**src/rtl/servant_wb_arbiter_rr.sv**
```systemverilog
// ---------------------------------------------------------------------------
// servant_wb_arbiter_rr
// N-master to 1-slave Wishbone (classic, cyc-only) round-robin arbiter with a
// registered grant and a per-transaction watchdog that aborts hung slave cycles.
//
// Ports:
//   i_clk, i_rstn          clock, asynchronous active-low reset
//   i_m_adr/dat/sel/we/cyc packed master request buses, master k at [k*W +: W]
//   o_m_rdt                shared read data (slave read data passed through)
//   o_m_ack                per-master ack, only the granted master sees i_s_ack
//   o_m_err                per-master one-cycle watchdog-abort pulse
//   o_s_adr/dat/sel/we/cyc slave request, muxed from the granted master
//   i_s_rdt, i_s_ack       slave response
//   o_grant                one-hot current owner, zero while idle
// ---------------------------------------------------------------------------
module servant_wb_arbiter_rr #(
    parameter int unsigned NUM_MASTERS = 3,
    parameter int unsigned AW          = 32,
    parameter int unsigned DW          = 32,
    parameter int unsigned TIMEOUT     = 255
) (
    input  logic                        i_clk,
    input  logic                        i_rstn,
    input  logic [NUM_MASTERS*AW-1:0]   i_m_adr,
    input  logic [NUM_MASTERS*DW-1:0]   i_m_dat,
    input  logic [NUM_MASTERS*DW/8-1:0] i_m_sel,
    input  logic [NUM_MASTERS-1:0]      i_m_we,
    input  logic [NUM_MASTERS-1:0]      i_m_cyc,
    output logic [DW-1:0]               o_m_rdt,
    output logic [NUM_MASTERS-1:0]      o_m_ack,
    output logic [NUM_MASTERS-1:0]      o_m_err,
    output logic [AW-1:0]               o_s_adr,
    output logic [DW-1:0]               o_s_dat,
    output logic [DW/8-1:0]             o_s_sel,
    output logic                        o_s_we,
    output logic                        o_s_cyc,
    input  logic [DW-1:0]               i_s_rdt,
    input  logic                        i_s_ack,
    output logic [NUM_MASTERS-1:0]      o_grant
);

    localparam int unsigned PW  = $clog2(NUM_MASTERS);
    localparam int unsigned CW  = PW + 1;
    localparam int unsigned SW  = DW / 8;
    // Keep at least one bit so a disabled watchdog still elaborates.
    localparam int unsigned WdW = (TIMEOUT > 0) ? $clog2(TIMEOUT + 1) : 1;

    typedef enum logic [0:0] {StIdle, StBusy} state_e;

    state_e                 state_q, state_d;
    logic [NUM_MASTERS-1:0] grant_q, grant_d;
    logic [NUM_MASTERS-1:0] err_q, err_d;
    logic [PW-1:0]          last_q, last_d;
    logic [WdW-1:0]         wdog_q, wdog_d;
    logic [PW-1:0]          winner;
    logic                   winner_vld;
    logic [CW-1:0]          cand;
    logic                   cyc_g;
    logic                   busy;
    logic                   timeout_hit;

    assign busy = (state_q == StBusy);

    // Round-robin scan upward from last+1. last < N and offset <= N, so a
    // single conditional subtract wraps correctly for non-power-of-two counts.
    always_comb begin
        winner     = last_q;
        winner_vld = 1'b0;
        cand       = '0;
        for (int i = 1; i <= int'(NUM_MASTERS); i++) begin
            cand = {1'b0, last_q} + CW'(i);
            if (cand >= CW'(NUM_MASTERS)) begin
                cand = cand - CW'(NUM_MASTERS);
            end
            if (!winner_vld && i_m_cyc[cand[PW-1:0]]) begin
                winner     = cand[PW-1:0];
                winner_vld = 1'b1;
            end
        end
    end

    // In BUSY last_q holds the granted index, so it drives the request mux.
    always_comb begin
        o_s_adr = '0;
        o_s_dat = '0;
        o_s_sel = '0;
        o_s_we  = 1'b0;
        cyc_g   = 1'b0;
        for (int k = 0; k < int'(NUM_MASTERS); k++) begin
            if (last_q == PW'(k)) begin
                o_s_adr = i_m_adr[k*AW +: AW];
                o_s_dat = i_m_dat[k*DW +: DW];
                o_s_sel = i_m_sel[k*SW +: SW];
                o_s_we  = i_m_we[k];
                cyc_g   = i_m_cyc[k];
            end
        end
    end

    assign timeout_hit = (TIMEOUT != 0) && (wdog_q == WdW'(TIMEOUT - 1));

    assign o_s_cyc = busy & cyc_g;
    assign o_m_ack = (busy && i_s_ack) ? grant_q : '0;
    assign o_m_rdt = i_s_rdt;
    assign o_grant = grant_q;
    assign o_m_err = err_q;

    always_comb begin
        state_d = state_q;
        grant_d = grant_q;
        last_d  = last_q;
        wdog_d  = wdog_q;
        err_d   = '0;
        unique case (state_q)
            StIdle: begin
                if (winner_vld) begin
                    state_d         = StBusy;
                    grant_d         = '0;
                    grant_d[winner] = 1'b1;
                    last_d          = winner;
                    wdog_d          = '0;
                end
            end
            StBusy: begin
                if (TIMEOUT != 0) begin
                    wdog_d = wdog_q + WdW'(1);
                end
                // Ack has priority over both abort and timeout; a master abort
                // never raises err.
                if (i_s_ack || !cyc_g || timeout_hit) begin
                    state_d = StIdle;
                    grant_d = '0;
                    wdog_d  = '0;
                    if (!i_s_ack && cyc_g && timeout_hit) begin
                        err_d = grant_q;
                    end
                end
            end
            default: state_d = StIdle;
        endcase
    end

    always_ff @(posedge i_clk or negedge i_rstn) begin
        if (!i_rstn) begin
            state_q <= StIdle;
            grant_q <= '0;
            err_q   <= '0;
            last_q  <= PW'(NUM_MASTERS - 1);
            wdog_q  <= '0;
        end else begin
            state_q <= state_d;
            grant_q <= grant_d;
            err_q   <= err_d;
            last_q  <= last_d;
            wdog_q  <= wdog_d;
        end
    end

endmodule
```
**config.mk**
```make
export PLATFORM = sky130hd
export DESIGN_NAME = servant_wb_arbiter_rr
export DESIGN_NICKNAME = d
export VERILOG_FILES = /design/src/rtl/servant_wb_arbiter_rr.sv
export SDC_FILE = /design/constraint.sdc
export NUM_CORES = 1
export LEC_CHECK = 0
export BUFFER_PORTS_ARGS = -buffer_cell sky130_fd_sc_hd__buf_2
export CAP_MARGIN = 20
export CELL_PAD_IN_SITES_DETAIL_PLACEMENT = 0
export CELL_PAD_IN_SITES_GLOBAL_PLACEMENT = 2
export CORE_MARGIN = 5
export CORE_UTILIZATION = 13
export CTS_CLUSTER_DIAMETER = 200
export DETAILED_ROUTE_END_ITERATION = 10
export GPL_ROUTABILITY_DRIVEN = 0
export HOLD_SLACK_MARGIN = 0.08
export PLACE_DENSITY = 0.86
export SYNTH_ARGS = -nofsm -noshare
export SYNTH_HDL_FRONTEND = slang
export SYNTH_SLANG_ARGS = --single-unit
```
**constraint.sdc**
```tcl
create_clock -name i_clk -period 3.35 [get_ports i_clk]
set_input_delay 0.67 -clock i_clk [delete_from_list [all_inputs] [get_ports i_clk]]
set_output_delay 0.67 -clock i_clk [all_outputs]
set_load 0.03 [all_outputs]
```
* Yosys cells after proc, flatten, opt, wreduce, memory -nomap -nowiden
Cells that the tools add are included.
W data, S select, Z words.
** Word-level totals
- Bits in registers :: 17
- Bits of input ports :: 245
- Output and inout bits :: 111
- Word-level logic and storage cells :: 87
** Cells by class
- Add/sub/neg operators :: 7
- $lt $le $gt $ge :: 8
- Equal/unequal tests :: 5
- Muxes and demuxes :: 45
- Bitwise logic cells :: 2
- Reduce and logical (&&, ||, !) cells :: 15
** Operator list (count)
- $mux W32 :: 6
- $mux W3 :: 6
- $mux W8 :: 2
- $pmux W8 S2 :: 1
- $mux W1 :: 15
- $lt A2 B3 Y1 const B :: 4
- $mux W2 :: 6
- $mux W4 :: 3
- $ge A3 B2 Y1 const B :: 3
- $add A8 B1 Y8 const B :: 1
- $eq A8 B8 Y1 const B :: 1
- $add A2 B2 Y3 const B :: 2
- $bmux W1 S2 :: 3
- $logic_and A1 B1 Y1 :: 6
- $pmux W3 S2 :: 1
- $sub A2 B2 Y2 const B :: 3
- $logic_not A1 Y1 :: 4
- $reduce_and A2 Y1 :: 2
- $add A2 B1 Y3 const B :: 1
- $demux W1 S2 :: 1
- $eq A2 B1 Y1 const B :: 1
- $eq A2 B2 Y1 const B :: 1
- $ge A2 B1 Y1 const B :: 1
- $logic_not A2 Y1 :: 1
- 6 further kinds :: 7

* Longest topological paths before layout
- Depth after elaboration :: 18
- Gate-level depth with buffers :: 8
- Depth with buffers taken out :: 7

* Least setup slack after synthesis
Ideal clock, no wire load.
- Path kind :: reg2out
- From :: reg last_q[1]
- To :: out o_s_adr[19]
- Arrival :: 2247 ps
- Setup slack :: 433 ps
- Cell stages (with the launch flop) :: 8
- Buffers on the path :: 3
- Path through :: dfstp_2 inv_1 ha_1 clkbuf_1 clkbuf_1 clkbuf_1 a21oi_1 o21ai_0
** On the way
- Cells in the longest elaborated chain, start to end :: 4
- Elaborated cells between the ends (all ways) :: 6
** RTL lines
- from (decl) :: RTL line 53 : logic [PW-1:0] last_q, last_d;
- from (signal assigned) :: RTL line 148 : last_q <= PW'(NUM_MASTERS - 1);
- from (signal assigned) :: RTL line 154 : last_q <= last_d;
- $logic_not A2 Y1 :: RTL line 90 : if (last_q == PW'(k)) begin
- $mux W32 (2 in a row) :: RTL line 90
- $mux W32 (*) :: RTL line 90
- to (decl) :: RTL line 32 : output logic [AW-1:0] o_s_adr,
Every way passes the cells marked *; elsewhere a longest branch is shown, timed or not.

* Worst setup path in the final report
- From :: reg last_q[0]
- To :: out o_s_dat[28]
** On the way
- Cells in the longest elaborated chain, start to end :: 4
- Elaborated cells between the ends (all ways) :: 6
** RTL lines
- $logic_not A2 Y1 :: RTL line 90
- $mux W32 (2 in a row) :: RTL line 90
- $mux W32 (*) :: RTL line 90
- to (decl) :: RTL line 33 : output logic [DW-1:0] o_s_dat,
Marked as above.

==> qor.txt <==
status -> complete, no violations
Worst Path Max Fanout -> 35
Yosys warnings -> 0
grt total ovfl -> 0
share of cells above drive strength 1 -> 46.20%
GR Util All Layers -> 10.44%
post_cts resized -> 0
worst skew pair latency -> 250 ps
CTS tree -> done
DR DRC count -> 0
Multi-input gate area -> 0.001934 sq mm
placed cells -> 955
largest net degree at the start of global routing -> 66
Post-Route WL -> 14450 microns
synthesized area per cell -> 6.181 sq um
Synth top cells by count -> nand2_1, o21ai_0, a21oi_1
clock net sink count -> 17
# fillers -> 2444
Final WS setup -> 442.2 ps
Synth Flop Type -> dfrtp_1
Min Clock Period, post-route -> 2908 ps
vias in the first global route -> 3983
worst endpoint data arrival time -> 2240 ps
number of buffers added on ports -> 291
post-route ant nets -> 0
Finished Layout Cells -> 959
relative slew slack -> 59.95%
Clock Path Buffers -> 2
PD cells -> 981.8 mW/mm^2
Final setup viols -> 0
row count -> 53
Worst-path clk slew -> 60 ps
Max stage delay on crit path -> 440 ps
Synth Register Bits -> 17
Overall Power -> 0.004303 W
clk root buf -> clkbuf_16
Hold Buf Count CTS -> 0
Setup Buffers After CTS -> 0
drt wl/cell -> 15.06 microns
Req. time, crit path -> 2680 ps
EDFF count, synth -> 0
initial DRC count -> 291
Post-Syn Instances -> 449
routed vias/inst -> 4.189
H-tree Lvls -> 1
Hold WS -> 338.6 ps
die area -> 0.02437 sq mm
Critical Path End Type -> output port
first-pass GRT wire length -> 21050 microns
worst vdd ir -> 0.4036 mV
# IOs -> 356
nets -> 935
setup TNS -> 0 ps
fmax -> 343.9 MHz
Leak -> 2.396 nW
pre-CTS setup slack -> 671.3 ps
register area -> 426.7 sq um
crit start category -> flop
RSZ-0062 raised after global routing -> false
Initial Util -> 13.20%
FFs w/ async S/R, synth -> 100.0%
Area growth syn-to-layout -> 57.93%
largest cells by area after synthesis -> and3_1, dfrtp_1, o21ai_0
number of CTS-inserted buffers -> 3
crit-path cells -> inv_1 > ha_2 > buf_4 > and3_1 > a21oi_1 > o21ai_0 > buf_2
core area -> 0.02102 sq mm
via count -> 4017
synthesized cell area -> 0.002775 sq mm
# Max-Cap Violations -> 0
Final Hold Fails -> 0
synth unique cells -> 41
part of the cycle the worst path needs -> 86.80%
initial antenna violation count -> 1
hpwl dp -> 11590 microns
count of pins over their slew limit -> 0
Post-Syn Nets -> 699
Hold WC Path Type -> in2async
Die Height -> 156.1 microns
Die W -> 156.1 microns
measured slew at the worst slew-check pin -> 597.5 ps
WS Path Type -> reg2out
sequential share of the synthesized area -> 15.37%
most instantiated library cell after synthesis -> nand2_1
worst r2r path cells -> 8
Yosys top cell area share -> 15.33%
n_diodes -> 0
Final Skew -> 4.604 ps
TritonRoute pass-1 iters -> 4
slowest CP cell -> dfrtp_1
cell taking the most area after synthesis -> and3_1
## routing by layer
| metal | vias to the layer above | wire [microns] | track usage, % |
|---|---|---|---|
| li1 | 2032 | - | - |
| met4 | 2 | 283 | 2.521 |
| met3 | 26 | 1625 | 2.802 |
| met1 | 1743 | 5538 | 12.61 |
| met2 | 214 | 6983 | 18.42 |
| met5 | - | 13 | 0 |
## cells in the final DEF (no fill, tap or decap), types with 2 or more instances in the layout
cell,count
a21oi_1,73
a22o_1,2
a22oi_1,5
and2_1,3
and3_1,68
buf_12,2
buf_2,291
buf_4,8
clkbuf_16,3
dfrtp_1,16
ha_1,2
ha_2,2
inv_1,10
mux2i_1,2
nand2_1,78
nand3_1,7
nor2_1,2
nor2b_1,2
o21ai_0,77
o221ai_1,2
o2bb2ai_1,2
or3_1,3
## cell type report
class	instances	area share [%]
Tap cell	275	7.850
Inverter	11	0.9421
Multi-Input combinational cell	351	44.13
Timing Repair Buffer	301	35.51
Sequential cell	17	9.735
Clock inverter	1	0.1142
Clock buffer	3	1.713
## path summary, 6_finish.rpt
| kind | start | slack, ps | to |
|---|---|---|---|
| max in group asynchronous | i_rstn | 2690 | last_q[1] |
| min | i_rstn | 340 | wdog_q[7] |
| min reg2reg | wdog_q[4] | 530 | wdog_q[4] |
| max | last_q[0] | 440 | o_s_dat[28] |
| min in group i_clk | wdog_q[4] | 530 | wdog_q[4] |
| max reg2reg | last_q[1] | 690 | o_grant[2] |
## cells by family (layout without fill, tap and decap cells)
| family | Yosys count | in the layout | share of synthesized area (%) |
|---|---|---|---|
| flops | 17 | 17 | 15.37 |
| compound gates | 169 | 169 | 32.69 |
| fa+ha+maj | 5 | 5 | 2.254 |
| simple gates | 172 | 172 | 32.06 |
| mux | 5 | 5 | 2.074 |
| buf+inv | 81 | 316 | 15.55 |
## worst max-delay path: cells and delay by family, from the launching register on
| kind | cells | cell delay (ps) |
|---|---|---|
| and+or+nand+nor | 1 | 210 |
| buffers and inverters | 3 | 790 |
| adders and majority gates | 1 | 290 |
| DFF | 1 | 440 |
| AOI/OAI and AO/OA | 2 | 230 |
## state kept, by name, indices dropped and copies added (netlist names)
signal,flops
busy,1
last_q,2
o_grant,3
o_m_err,3
wdog_q,8
## through the flow
step	cell area [sq um]	utilization [%]
2_1_floorplan	2775	-
3_3_place_gp	4303	20.47
3_5_place_dp	4303	20.47
4_1_cts	4383	20.85
5_1_grt	4383	20.85
6_report	4383	20.85
## power breakdown
group	total [W]	internal [W]	switching (W)
combinational	0.00376	0.00115	0.00261
sequential	0.000301	0.000250	0.0000510
clock	0.000242	0.000160	0.0000825
total	0.00430	0.00156	0.00275
Power figures use the tool's default switching activity.
